File: src/rtl/mem_pkg.sv
// Shared encodings and burst geometry defaults for the memory arbiter
// and the cache modules that talk to it.
package mem_pkg;

  typedef enum logic [1:0] {
    ST_IDLE    = 2'd0,
    ST_BURST_I = 2'd1,
    ST_BURST_D = 2'd2
  } state_t;

  // Values double as bit positions in the one-hot grant vector.
  typedef enum logic {
    GNT_INST = 1'b0,
    GNT_DATA = 1'b1
  } grant_t;

  localparam int BURST_LEN_DEF   = 8;
  localparam int BURST_WIDTH_DEF = $clog2(BURST_LEN_DEF);

endpackage

File: src/rtl/mem_burst_arbiter_if.sv
// Bundles the instruction-cache, data-cache and RAM sides of the burst arbiter.
interface mem_burst_arbiter_if #(
  parameter int DATA_WIDTH = 32,
  parameter int ADDR_WIDTH = 20
);
  logic                  inst_req;
  logic [ADDR_WIDTH-1:0] inst_addr;
  logic                  inst_valid;
  logic                  inst_last;
  logic [DATA_WIDTH-1:0] inst_data;

  logic                  data_req;
  logic                  data_rw;
  logic [ADDR_WIDTH-1:0] data_addr;
  logic [DATA_WIDTH-1:0] data_wdata;
  logic                  data_wnext;
  logic                  data_valid;
  logic                  data_last;
  logic [DATA_WIDTH-1:0] data_rdata;

  logic                  mem_req;
  logic                  mem_rw;
  logic [ADDR_WIDTH-1:0] mem_addr;
  logic [DATA_WIDTH-1:0] mem_wdata;
  logic                  mem_ack;
  logic [DATA_WIDTH-1:0] mem_rdata;

  // Arbiter view.
  modport slave (
    input  inst_req, inst_addr, data_req, data_rw, data_addr, data_wdata,
           mem_ack, mem_rdata,
    output inst_valid, inst_last, inst_data, data_wnext, data_valid,
           data_last, data_rdata, mem_req, mem_rw, mem_addr, mem_wdata
  );

  // Environment view: caches plus RAM.
  modport master (
    output inst_req, inst_addr, data_req, data_rw, data_addr, data_wdata,
           mem_ack, mem_rdata,
    input  inst_valid, inst_last, inst_data, data_wnext, data_valid,
           data_last, data_rdata, mem_req, mem_rw, mem_addr, mem_wdata
  );
endinterface

File: src/rtl/rr_arbiter2.sv
// Two-way round-robin: a tie goes to whichever requester did not win last.
module rr_arbiter2
  import mem_pkg::*;
(
  input  logic       req_inst,
  input  logic       req_data,
  input  grant_t     last_grant,
  output logic [1:0] grant
);
  assign grant[GNT_INST] = req_inst & (~req_data | (last_grant == GNT_DATA));
  assign grant[GNT_DATA] = req_data & (~req_inst | (last_grant == GNT_INST));
endmodule

File: src/rtl/mem_burst_arbiter.sv
// Shares one word-wide RAM port between I-cache refills and D-cache
// refill/writeback bursts of BURST_LEN words each.
module mem_burst_arbiter
  import mem_pkg::*;
#(
  parameter int DATA_WIDTH = 32,
  parameter int ADDR_WIDTH = 20,
  parameter int BURST_LEN  = BURST_LEN_DEF
) (
  input  logic                clk,
  input  logic                rst_n,
  mem_burst_arbiter_if.slave  bus
);
  localparam int BURST_WIDTH = $clog2(BURST_LEN);
  localparam logic [BURST_WIDTH-1:0] CNT_LAST  = BURST_WIDTH'(BURST_LEN - 1);
  localparam logic [ADDR_WIDTH-1:0]  BASE_MASK = ~ADDR_WIDTH'(BURST_LEN - 1);
  localparam logic [DATA_WIDTH-1:0]  DATA_ZERO = {DATA_WIDTH{1'b0}};

  state_t                 state;
  grant_t                 last_grant;
  logic [BURST_WIDTH-1:0] cnt;
  logic [ADDR_WIDTH-1:0]  base;
  logic                   rw;
  logic [1:0]             grant;

  rr_arbiter2 u_rr (
    .req_inst   (bus.inst_req),
    .req_data   (bus.data_req),
    .last_grant (last_grant),
    .grant      (grant)
  );

  always_ff @(posedge clk or negedge rst_n) begin
    if (!rst_n) begin
      state      <= ST_IDLE;
      cnt        <= '0;
      last_grant <= GNT_INST;
    end else begin
      case (state)
        ST_IDLE: begin
          if (grant[GNT_DATA]) begin
            last_grant <= GNT_DATA;
            cnt        <= '0;
            state      <= ST_BURST_D;
          end else if (grant[GNT_INST]) begin
            last_grant <= GNT_INST;
            cnt        <= '0;
            state      <= ST_BURST_I;
          end
        end
        ST_BURST_I, ST_BURST_D: begin
          // Compare before increment so cnt never needs an extra bit.
          if (bus.mem_ack) begin
            if (cnt == CNT_LAST) begin
              cnt   <= '0;
              state <= ST_IDLE;
            end else begin
              cnt <= cnt + 1'b1;
            end
          end
        end
        default: state <= ST_IDLE;
      endcase
    end
  end

  // Burst address/direction are datapath: only meaningful while a burst is
  // active, and every output that uses them is gated by state.
  always_ff @(posedge clk) begin
    if (state == ST_IDLE) begin
      if (grant[GNT_DATA]) begin
        base <= bus.data_addr & BASE_MASK;
        rw   <= bus.data_rw;
      end else if (grant[GNT_INST]) begin
        base <= bus.inst_addr & BASE_MASK;
        rw   <= 1'b0;
      end
    end
  end

  logic in_i, in_d, d_rd, d_wr, last_word;
  assign in_i      = (state == ST_BURST_I);
  assign in_d      = (state == ST_BURST_D);
  assign d_rd      = in_d & ~rw;
  assign d_wr      = in_d & rw;
  assign last_word = (cnt == CNT_LAST);

  assign bus.mem_req   = in_i | in_d;
  assign bus.mem_rw    = d_wr;
  assign bus.mem_addr  = (in_i | in_d) ? base + ADDR_WIDTH'(cnt) : '0;
  assign bus.mem_wdata = d_wr ? bus.data_wdata : DATA_ZERO;

  assign bus.inst_valid = in_i & bus.mem_ack;
  assign bus.inst_last  = in_i & bus.mem_ack & last_word;
  assign bus.inst_data  = in_i ? bus.mem_rdata : DATA_ZERO;

  assign bus.data_valid = d_rd & bus.mem_ack;
  assign bus.data_wnext = d_wr & bus.mem_ack;
  assign bus.data_last  = in_d & bus.mem_ack & last_word;
  assign bus.data_rdata = d_rd ? bus.mem_rdata : DATA_ZERO;
endmodule
File: src/flat_wrapper.sv
// flat-port wrapper written by rule: the top's interface ports become plain ports
module mem_burst_arbiter_flat import mem_pkg::*;
#(
  parameter int DATA_WIDTH = 32,
  parameter int ADDR_WIDTH = 20,
  parameter int BURST_LEN  = BURST_LEN_DEF
)
  (clk, rst_n, bus_inst_req, bus_inst_addr, bus_data_req, bus_data_rw, bus_data_addr, bus_data_wdata, bus_mem_ack, bus_mem_rdata, bus_inst_valid, bus_inst_last, bus_inst_data, bus_data_wnext, bus_data_valid, bus_data_last, bus_data_rdata, bus_mem_req, bus_mem_rw, bus_mem_addr, bus_mem_wdata);
  mem_burst_arbiter_if #(.DATA_WIDTH(DATA_WIDTH), .ADDR_WIDTH(ADDR_WIDTH)) bus_i ();
  input  logic clk;
  input  logic rst_n;
  input wire logic [$bits(bus_i.inst_req)-1:0] bus_inst_req;
  input wire logic [$bits(bus_i.inst_addr)-1:0] bus_inst_addr;
  input wire logic [$bits(bus_i.data_req)-1:0] bus_data_req;
  input wire logic [$bits(bus_i.data_rw)-1:0] bus_data_rw;
  input wire logic [$bits(bus_i.data_addr)-1:0] bus_data_addr;
  input wire logic [$bits(bus_i.data_wdata)-1:0] bus_data_wdata;
  input wire logic [$bits(bus_i.mem_ack)-1:0] bus_mem_ack;
  input wire logic [$bits(bus_i.mem_rdata)-1:0] bus_mem_rdata;
  output wire logic [$bits(bus_i.inst_valid)-1:0] bus_inst_valid;
  output wire logic [$bits(bus_i.inst_last)-1:0] bus_inst_last;
  output wire logic [$bits(bus_i.inst_data)-1:0] bus_inst_data;
  output wire logic [$bits(bus_i.data_wnext)-1:0] bus_data_wnext;
  output wire logic [$bits(bus_i.data_valid)-1:0] bus_data_valid;
  output wire logic [$bits(bus_i.data_last)-1:0] bus_data_last;
  output wire logic [$bits(bus_i.data_rdata)-1:0] bus_data_rdata;
  output wire logic [$bits(bus_i.mem_req)-1:0] bus_mem_req;
  output wire logic [$bits(bus_i.mem_rw)-1:0] bus_mem_rw;
  output wire logic [$bits(bus_i.mem_addr)-1:0] bus_mem_addr;
  output wire logic [$bits(bus_i.mem_wdata)-1:0] bus_mem_wdata;
  assign bus_i.inst_req = bus_inst_req;
  assign bus_i.inst_addr = bus_inst_addr;
  assign bus_i.data_req = bus_data_req;
  assign bus_i.data_rw = bus_data_rw;
  assign bus_i.data_addr = bus_data_addr;
  assign bus_i.data_wdata = bus_data_wdata;
  assign bus_i.mem_ack = bus_mem_ack;
  assign bus_i.mem_rdata = bus_mem_rdata;
  assign bus_inst_valid = bus_i.inst_valid;
  assign bus_inst_last = bus_i.inst_last;
  assign bus_inst_data = bus_i.inst_data;
  assign bus_data_wnext = bus_i.data_wnext;
  assign bus_data_valid = bus_i.data_valid;
  assign bus_data_last = bus_i.data_last;
  assign bus_data_rdata = bus_i.data_rdata;
  assign bus_mem_req = bus_i.mem_req;
  assign bus_mem_rw = bus_i.mem_rw;
  assign bus_mem_addr = bus_i.mem_addr;
  assign bus_mem_wdata = bus_i.mem_wdata;
  mem_burst_arbiter #(.DATA_WIDTH(DATA_WIDTH), .ADDR_WIDTH(ADDR_WIDTH), .BURST_LEN(BURST_LEN)) u_core (.clk(clk), .rst_n(rst_n), .bus(bus_i));
endmodule
File: config.mk
export PLATFORM = sky130hd
export DESIGN_NAME = mem_burst_arbiter_flat
export DESIGN_NICKNAME = d
export VERILOG_FILES = /design/src/rtl/mem_pkg.sv /design/src/rtl/mem_burst_arbiter_if.sv /design/src/rtl/rr_arbiter2.sv /design/src/rtl/mem_burst_arbiter.sv /design/src/flat_wrapper.sv
export SDC_FILE = /design/constraint.sdc
export NUM_CORES = 1
export LEC_CHECK = 0
export ABC_AREA = 1
export BUFFER_PORTS_ARGS = -buffer_cell sky130_fd_sc_hd__buf_2
export CELL_PAD_IN_SITES_DETAIL_PLACEMENT = 1
export CELL_PAD_IN_SITES_GLOBAL_PLACEMENT = 1
export CORE_UTILIZATION = 19
export CTS_BUF_LIST = sky130_fd_sc_hd__clkbuf_8 sky130_fd_sc_hd__clkbuf_16
export CTS_CLUSTER_DIAMETER = 200
export DETAILED_ROUTE_END_ITERATION = 8
export PLACE_DENSITY_LB_ADDON = 0.2
export SYNTH_ARGS = -nofsm -noshare
export SYNTH_HDL_FRONTEND = slang
export SYNTH_HIERARCHICAL = 1
export SYNTH_SLANG_ARGS = --single-unit
File: constraint.sdc
create_clock -name clk -period 1.83 [get_ports clk]
set_clock_uncertainty 0.15 [all_clocks]
set_input_delay 0 -clock clk [delete_from_list [all_inputs] [get_ports clk]]
set_output_delay 0 -clock clk [all_outputs]
set_load 0.005 [all_outputs]
* After elaboration in Yosys (flattened, before gate mapping)
Index checks and enable logic that the tools add are counted.
** Cells by class
- Add/sub/neg operators :: 2
- Equal/unequal tests :: 6
- Multiplexer cells :: 19
- Bitwise gates (word level) :: 17
- Reductions and logical operators :: 7
** Operators with widths (number)
- two-way mux 32 bit :: 3
- two-way mux 20 bit :: 3
- adder 20 x 3 -> 20 bit :: 1
- two-way mux 3 bit :: 4
- AND 1 bit :: 10
- two-way mux 2 bit :: 4
- case mux 3 bit (2 select lines) :: 1
- AND reduction 3 bit :: 2
- NOT 1 bit :: 4
- case mux 2 bit (2 select lines) :: 1
- nonzero test 2 bit :: 2
- adder 3 x 1 -> 3 bit (second input constant) :: 1
- == test 3 bit (second input constant) :: 1
- two-way mux 1 bit :: 3
- inequality test 3 x 1 -> 1 bit (second input constant) :: 1
- bitwise OR 1 bit :: 3
- == test 2 x 1 -> 1 bit (second input constant) :: 1
- == test 2 bit (second input constant) :: 1
- zero test 2 bit :: 1
- inequality test 2 x 1 -> 1 bit (second input constant) :: 1
- inequality test 2 bit (second input constant) :: 1
- AND reduction 2 bit :: 1
- OR reduction 2 bit :: 1
** Storage, ports and cells
- Flip-flop bits (word level) :: 24
- Input bits :: 110
- Output and inout bits :: 123

* Longest topological paths before layout
Gate-level depths: netlist of the first run.
- Depth in word-level cells :: 6
- Mapped depth :: 8

* Cells and area by module
The synthesis of the first run kept the hierarchy.
** By module, submodules not included
- mem_burst_arbiter :: times used 1, cells an instance 385, area each 2268.4 µm², sequential area each 690.7 µm²
- rr_arbiter2 :: times used 1, cells an instance 4, area each 27.5 µm², sequential area each 0.0 µm²

* Worst setup path before layout of the first run
OpenSTA, ideal clock, no wires.
- Path kind :: register to register
- From :: register u_core.last_grant
- To :: register u_core.base[10], enable pin
- Library setup time :: 375 ps
- Data arrival time :: 1265 ps
- Data required time :: 1305 ps
- Setup slack :: 40 ps
- Stages on the path, launching flop included :: 5
- Period minus slack after synthesis :: 1790 ps
- Cell sequence :: dfrtp_1 a21boi_2 buf_2 nand2_1 nand2_1
** Between the ends
- Cells in the longest elaborated chain, start to end :: 5
- Elaborated cells on any way between the ends :: 7
** Ends and longest elaborated chain
- from (decl) :: RTL line mem_burst_arbiter.sv:20 : grant_t last_grant;
- from (signal assigned) :: RTL line mem_burst_arbiter.sv:37 : last_grant <= GNT_INST;
- from (signal assigned) :: RTL line mem_burst_arbiter.sv:42 : last_grant <= GNT_DATA;
- from (signal assigned) :: RTL line mem_burst_arbiter.sv:46 : last_grant <= GNT_INST;
- NOT 1 bit :: RTL line rr_arbiter2.sv:11 : assign grant[GNT_DATA] = req_data & (~req_inst | (last_grant == GNT_INST));
- bitwise OR 1 bit :: RTL line rr_arbiter2.sv:11
- AND 1 bit :: RTL line rr_arbiter2.sv:11
- named net u_core.grant[1] :: RTL line mem_burst_arbiter.sv:24 : logic [1:0] grant;
- nonzero test 2 bit (no source line)
- AND reduction 2 bit (no source line)
- to (signal assigned) :: RTL line mem_burst_arbiter.sv:72 : base <= bus.data_addr & BASE_MASK;
- to (signal assigned) :: RTL line mem_burst_arbiter.sv:75 : base <= bus.inst_addr & BASE_MASK;
- to (decl) :: RTL line mem_burst_arbiter.sv:22 : logic [ADDR_WIDTH-1:0] base;
The timed path passes the listed nets, and every way through them passes these cells.
A chain may end at the register's enable or synchronous reset.

* Worst setup path in the final report of the first run
- From :: register u_core.state[0]
- To :: output bus_data_valid
** Between the ends
- Cells in the longest elaborated chain, start to end :: 3
** Ends and longest elaborated chain
- from (decl) :: RTL line mem_burst_arbiter.sv:19 : state_t state;
- from (signal assigned) :: RTL line mem_burst_arbiter.sv:35 : state <= ST_IDLE;
- from (signal assigned) :: RTL line mem_burst_arbiter.sv:44 : state <= ST_BURST_D;
- from (signal assigned) :: RTL line mem_burst_arbiter.sv:48 : state <= ST_BURST_I;
- == test 2 bit :: RTL line mem_burst_arbiter.sv:83 : assign in_d = (state == ST_BURST_D);
- AND 1 bit :: RTL line mem_burst_arbiter.sv:84 : assign d_rd = in_d & ~rw;
- AND 1 bit :: RTL line mem_burst_arbiter.sv:97 : assign bus.data_valid = d_rd & bus.mem_ack;
- to (decl) :: RTL line flat_wrapper.sv:24 : output wire logic [$bits(bus_i.data_valid)-1:0] bus_data_valid;
No other way between the ends.

==> out/qor.yml, run 1 <==
route:
  drtIter0Drc: 96
  wl_per_cell_um: 12.4
  firstDrtPassIters: 6
  drc: 20
  final_antenna_net_count: 0
  wl_um: 9900
  vias_per_cell: 3.86
  vias: 3080
sta:
  hold_viol: 0
  setup_viol: 0
  worst_pin_slew_ns: 0.339
  grt_setup_unrepaired: "true"
  fin_crit_ns: 1.80
  fmax_ghz: 0.555
  fin_crit_sh_pct: 98.5
  max_slew_margin_pct: 77.4
  tns_ns: 0
  drv_slew: 0
yosys:
  syn-num-nets: 504
  yosys.area.top_type: "edfxtp_1"
  synth_fa_ha_area_share_pct: 2.72
  syn_inst: 389
  synthesis.area_um2: 2300
  synthDistinctLibCells: 18
  async_flop_share_pct: 25.0
  synth_compound_area_share_pct: 1.09
  yosysMostFrequentCell: "inv_1"
  muxShareOfSynthArea_pct: 0
  synth_top_area_share_pct: 23.5
  postSynthAreaPerCell_um2: 5.90
  synth_ff_type: "edfxtp_1"
  synthTopCellsByCount: "inv_1 (131), nand2_1 (125), nor2_1 (44)"
  yosysWarnings: 6
  yosys-top-cells-area: "edfxtp_1 (24%), inv_1 (21%), nand2_1 (20%)"
  synth_edf_count: 18
  ys_seq_area_share_pct: 30.1
  ys_ff_latch: 24
  yosys.area_share.simple_pct: 40.0
  synth_xor_area_share_pct: 0
  synth_top_family_by_area: "simple AND/OR/NAND/NOR gates"
placement:
  place.gp.congestion: 0.759
  portBuffers: 226
  hpwl_um: 7340
  dp_cells: 748
power:
  ir_worst_vdd_uv: 327
  p_leak_nw: 3.03
  pwr_density_cell_nw_per_um2: 947
worst_hold_path:
  hp-class: "input port to flip-flop"
  min_path_cells: 5
floorplanning:
  die_y_um: 112
  die-area_um2: 12500
  start_util_pct: 19.8
  io_pins: 233
  core_um2: 11600
  die_w_um: 112
  placementRows: 39
run:
  max_cap_violations: 0
global_routing:
  grt_pass1_vias: 3075
  gr-total-overflow: 0
  grt_usage_pct: 14.9
  grt_first_pass_wirelength_um: 15000
  grt_max_degree: 35
  grt_antenna_before_repair: 0
cells_and_area:
  finalNonFillerCells: 797
  fin_nets: 770
  area_growth_pct: 85.6
  drive_above_1_share_pct: 42.7
  final_core_util_pct: 36.7
  n_antenna_cell: 0
  fillers: 1546
worst_setup_path:
  start_kind: "flip-flop"
  reg2reg_slack_ns: 0.24
  worstPathArrival_ns: 1.65
  worstPathMaxFanout: 8
  required_ns: 1.68
  criticalPathCategory: "flip-flop to output port"
  worst_setup_path_end_kind: "output port"
  reg2regPathDepth: 5
clock_tree:
  cts_buffer_depth: 2
  worstSkewPairLatency_ns: 0.25
  cts_buffers: 3
  cts_htree_levels: 1
  clk_pin_slew_worst_paths_ns: 0.06
  cts_sinks: 24
  cts_root_buf: "clkbuf_16"
  cts_tree: "done"
status:
  violations: "design-rule violations"
  outcome: "finished, violations left"
[layout make-up]
type                            instances  area [um^2]  area share [%]
Timing Repair Buffer                  278         1750            41.1
Clock buffer                            3         75.1            1.76
Multi-Input combinational cell        216         1070            25.0
Clock inverter                          1         3.75          0.0881
Tap cell                              143          179            4.20
Sequential cell                        24          691            16.2
Inverter                              132          495            11.6
[metal layers]
layer / up-vias / GRT usage, % / routed length, um / part of all wire (%)
li1: 1585 / - / - / -
met1: 1362 / 15.9 / 3600 / 36
met2: 128 / 30.4 / 5550 / 56
met3: 5 / 2.56 / 689 / 7.0
met4: 0 / 2.16 / 53 / 0.54
met5: - / 0 / 0 / 0
[per-stage QoR]
step | hold WS, ns | total power [mW] | area (um^2) | setup slack [ns]
after floorplan | -0.446 | 2.22 | 2300 | 0.0402
after global placement | -0.314 | 3.21 | 3590 | 0.231
after global routing | 0.0488 | 4.44 | 4260 | -0.0526
after CTS | 0.0419 | 3.88 | 4100 | 0.0129
final | 0.0349 | 4.03 | 4260 | 0.0281
after detailed placement | -0.314 | 3.25 | 3590 | 0.208
[path summary, 6_finish.rpt]
kind | end | start
setup reg to reg | u_core/base[3]$_DFFE_PP_ | u_core/state[1]$_DFFE_PN0P_
hold reg to reg | u_core/cnt[1]$_DFFE_PN0P_ | u_core/cnt[1]$_DFFE_PN0P_
max in group asynchronous | u_core/cnt[0]$_DFFE_PN0P_ | rst_n
min in group asynchronous | u_core/cnt[1]$_DFFE_PN0P_ | rst_n
hold / removal | u_core/cnt[2]$_DFFE_PN0P_ | bus_mem_ack
setup / recovery | bus_data_valid | u_core/state[0]$_DFFE_PN0P_
[layout by cell type (no fill, tap or decap)]
cell type	synthesis	layout
buf_2	8	224
inv_1	131	130
nand2_1	125	125
nor2_1	44	43
dlygate4sd3_1	0	40
nor2_4	10	18
edfxtp_1	18	18
nor2_2	20	13
nand3_1	7	7
clkbuf_16	0	6
dfrtp_1	6	6
buf_4	0	4
ha_1	5	3
buf_12	0	3
buf_6	4	2
inv_2	0	2
buf_16	0	1
clkinv_1	1	1
or2_4	0	1
nor3_1	1	1
o21ai_0	1	1
ha_2	0	1
ha_4	0	1
buf_8	0	1
a21boi_2	1	1
a21oi_2	1	1
[critical path, cell delays in order, from the launching register on]
cell and delay, ns:
dfrtp_1 0.40, inv_2 0.10, ha_4 0.14, inv_2 0.03, or2_4 0.31, clkbuf_16 0.21, nor2_1 0.08, buf_2 0.11
[cells by family after synthesis]
logic type	Yosys count
simple gates	208
buf+inv	149
flops	24
fa+ha+maj	5
compound gates	3
[where the power goes]
group          internal [mW]  total (mW)  switching (mW)
sequential             0.837       0.924          0.0873
clock                  0.292       0.470           0.179
combinational           1.17        2.64            1.47
[flip-flops by register name, indices dropped and copies added, names as in the netlist]
signal             count
u_core/base           17
u_core/rw              1
u_core/last_grant      1
u_core/state           2
u_core/cnt             3
[timing repair]
action,4_1_cts,5_1_grt
pin swaps,0,1
setup buffers,0,1
resized for setup,2,18
gates cloned,1,3
setup endpoints to repair,33,53
hold buffers,40,0
hold endpoints to repair,27,0
(Power assumes the default switching activity.)
==> run 2: changes to the inputs <==
--- a/config.mk
+++ b/config.mk
@@ -5,7 +5,7 @@
 export SDC_FILE = /design/constraint.sdc
 export NUM_CORES = 1
 export LEC_CHECK = 0
-export ABC_AREA = 1
+export ABC_AREA = 0
 export BUFFER_PORTS_ARGS = -buffer_cell sky130_fd_sc_hd__buf_2
 export CELL_PAD_IN_SITES_DETAIL_PLACEMENT = 1
 export CELL_PAD_IN_SITES_GLOBAL_PLACEMENT = 1
==> run 2 against run 1 <==
  * The flow now finishes without violations
  * Area after synthesis fell by 15%
  * Largest power group unchanged
  * Clock power fell by 29%
  * Utilization rose by 1.0 points
==> out/qor.yml, run 2 <==
clock_tree:
  cts_buffers: 3  # unchanged
  cts_root_buf: "clkbuf_8"
  clk_pin_slew_worst_paths_ns: 0.09  # +0.03 ns
  cts_htree_levels: 1  # unchanged
  cts_tree: "done"
  cts_buffer_depth: 2  # unchanged
  worstSkewPairLatency_ns: 0.27  # +0.02 ns
  cts_sinks: 24  # unchanged
yosys:
  yosys-top-cells-area: "and2_1 (28%), edfxtp_1 (28%), and3_1 (11%)"
  postSynthAreaPerCell_um2: 9.27  # +57%
  synth_edf_count: 18  # unchanged
  ys_ff_latch: 24  # unchanged
  synth_top_area_share_pct: 28.2  # +4.6 points
  synth_ff_type: "edfxtp_1"
  yosysWarnings: 6  # unchanged
  syn-num-nets: 326  # -35%
  yosys.area.top_type: "and2_1"
  synthTopCellsByCount: "and2_1 (88), and3_1 (35), mux2_2 (19)"
  syn_inst: 211  # -46%
  synthDistinctLibCells: 26  # +8
  ys_seq_area_share_pct: 35.3  # +5.2 points
  synthesis.area_um2: 1960  # -15%
  async_flop_share_pct: 25.0  # unchanged
  yosysMostFrequentCell: "and2_1"
sta:
  drv_slew: 0  # unchanged
  hold_viol: 0  # unchanged
  setup_viol: 0  # unchanged
  fin_crit_ns: 1.74  # -0.0619 ns
  fmax_ghz: 0.575  # +3.6%
  setup_slack_ns: 0.0901  # +0.0619 ns
  whs_ns: 0.0184  # -0.0165 ns
  worst_pin_slew_ns: 0.319  # -0.0202 ns
  tns_ns: 0  # unchanged
  fin_crit_sh_pct: 95.1  # -3.4 points
  max_slew_margin_pct: 78.7  # +1.3 points
  grt_setup_unrepaired: "true"
power:
  ir_worst_vdd_uv: 527  # +61%
  pwr_density_cell_nw_per_um2: 976  # +3.1%
  p_clk_share_pct: 9.2  # -2.5 points
  combPwrFrac_pct: 66.2  # +0.8 points
  swShare_pct: 39.3  # -3.6 points
  p_leak_nw: 2.20  # -27%
  internal_power_mw: 2.20  # -4.2%
  seqPwrFrac_pct: 24.6  # +1.7 points
  switchingPower_mw: 1.43  # -18%
worst_setup_path:
  crit_start: "u_core/state[0]$_DFFE_PN0P_"
  r2r_start: "u_core/state[0]$_DFFE_PN0P_"
  required_ns: 1.84  # +0.16 ns
  criticalPathCategory: "flip-flop to flip-flop"
  worst_setup_path_end_kind: "flip-flop"
  start_kind: "flip-flop"
  worstPathArrival_ns: 1.75  # +0.10 ns
  worstPathMaxFanout: 3  # -5
cells_and_area:
  largestRegisters: "u_core/base (17), u_core/cnt (3), u_core/state (2)"
  n_antenna_cell: 0  # unchanged
  largest_reg_flops: 17  # unchanged
  largest-register: "u_core/base"
  layout_commonest_cell: "buf_2"
  final_cell_mix: "buf_2 (226), and2_1 (88), dlygate4sd3_1 (37), and3_1 (35), mux2_2 (19)"
  fin_nets: 589  # -24%
  drive_above_1_share_pct: 55.8  # +13 points
  area_growth_pct: 90.2
route:
  wl_um: 8530  # -14%
  wl_per_cell_um: 14.1  # +13%
  met2_length_um: 4450  # -20%
  vias: 2502  # -19%
  drc: 0  # -100%
  m1WireLength_um: 3180  # -12%
  firstDrtPassIters: 4  # -2
  wl_met3_um: 814  # +18%
  drtIter0Drc: 53  # -45%
  vias_per_cell: 4.13  # +6.8%
  final_antenna_net_count: 0  # unchanged
  routed.top_layer: "met4"
run:
  max_cap_violations: 0  # unchanged
placement:
  hpwl_um: 6310  # -14%
  pre_cts_slack_ns: 0.0472  # -0.161 ns
  portBuffers: 226  # unchanged
  place.gp.congestion: 0.676  # -11%
floorplanning:
  die-area_um2: 10700  # -15%
  io_pins: 233  # unchanged
  start_util_pct: 19.8  # +0.056 points
  die_w_um: 103  # -7.6%
  die_y_um: 103  # -7.6%
  placementRows: 36  # -7.7%
  core_um2: 9860  # -15%
global_routing:
  grt_antenna_before_repair: 0  # unchanged
  grt_max_degree: 36  # +2.9%
  grt_pass1_vias: 2375  # -23%
  grt_usage_pct: 14.2  # -0.73 points
  grt_first_pass_wirelength_um: 11700  # -22%
  gr-total-overflow: 0  # unchanged
status:
  outcome: "completed"
worst_hold_path:
  hp-start: "bus_mem_ack"
  hp-class: "input port to flip-flop"
run 2: changes by cell type in the layout (fill, tap and decap cells not counted), moves of 13 or more:
cell	previous run	this run
nor2_4	18	0
and3_1	0	35
inv_1	130	4
nor2_1	43	1
and2_1	0	88
nor2_2	13	0
mux2_2	0	19
nand2_1	125	2
run 2: path summary, 6_finish.rpt:
path / to / slack (ns) / cells after the start
setup / recovery: u_core/cnt[1]$_DFFE_PN0P_ / 0.09 / 5
hold / removal: u_core/state[0]$_DFFE_PN0P_ / 0.02 / 3
setup reg to reg: u_core/cnt[1]$_DFFE_PN0P_ / 0.09 / 5
hold reg to reg: u_core/last_grant$_DFFE_PN0P_ / 0.41 / 1
max in group asynchronous: u_core/cnt[1]$_DFFE_PN0P_ / 0.77 / 3
min in group asynchronous: u_core/cnt[2]$_DFFE_PN0P_ / 0.52 / 3
run 2: kinds of logic (layout without fill, tap and decap cells):
group | after synthesis | count (layout) | synth area share [%]
adder cells (fa/ha/maj) | 5 | 5 | 3.20
AND/OR/NAND/NOR | 133 | 133 | 42.5
multiplexers | 21 | 21 | 12.0
buffers and inverters | 20 | 282 | 3.97
flip-flops | 24 | 24 | 35.3
AO/OA/AOI/OAI | 8 | 8 | 3.07
run 2: timing repair:
action                     CTS  global route
hold buffers                37             0
hold endpoints to repair    24             0
gates resized for setup      0             2
buffers inserted             0             1
setup endpoints to repair    0            44
run 2: final cells by class:
type,count,area [um^2]
clock buffer,3,41.3
clock inverter,1,3.75
fill,1245,6140
inverter,4,15.0
multi-input combinational,167,1200
sequential,24,691
tap,133,166
timing repair buffer,274,1600
run 2: power by group through the flow:
| stage | logic, mW | clock network (mW) | registers, mW |
|---|---|---|---|
| global route | 2.70 | 0.354 | 0.921 |
| global placement | 2.29 | 0 | 0.896 |
| detailed placement | 2.32 | 0 | 0.910 |
| CTS | 2.39 | 0.343 | 0.899 |
| finish | 2.40 | 0.334 | 0.895 |
| floorplan | 1.25 | 0 | 0.884 |
run 2: critical path, cell delays in order (launching register included):
cell and delay (ns):
dfrtp_1 0.39, inv_1 0.08, ha_1 0.33, mux2i_1 0.14
a21oi_2 0.18, mux2_2 0.36
run 2: per-layer routing:
metal	up-vias	global-route usage, %
met1	1141	15.2
li1	1231	-
met2	123	27.9
met3	7	3.29
met5	-	0
met4	0	2.71
run 2: through the flow:
stage | power (mW) | instance area [um^2] | utilization (%) | std cells
after floorplan | 2.13 | 1960 | - | 211
after global placement | 3.19 | 3290 | 33.3 | 564
after detailed placement | 3.23 | 3290 | 33.3 | 564
after CTS | 3.64 | 3700 | 37.6 | 605
after global routing | 3.97 | 3720 | 37.7 | 606
final | 3.63 | 3720 | 37.7 | 606
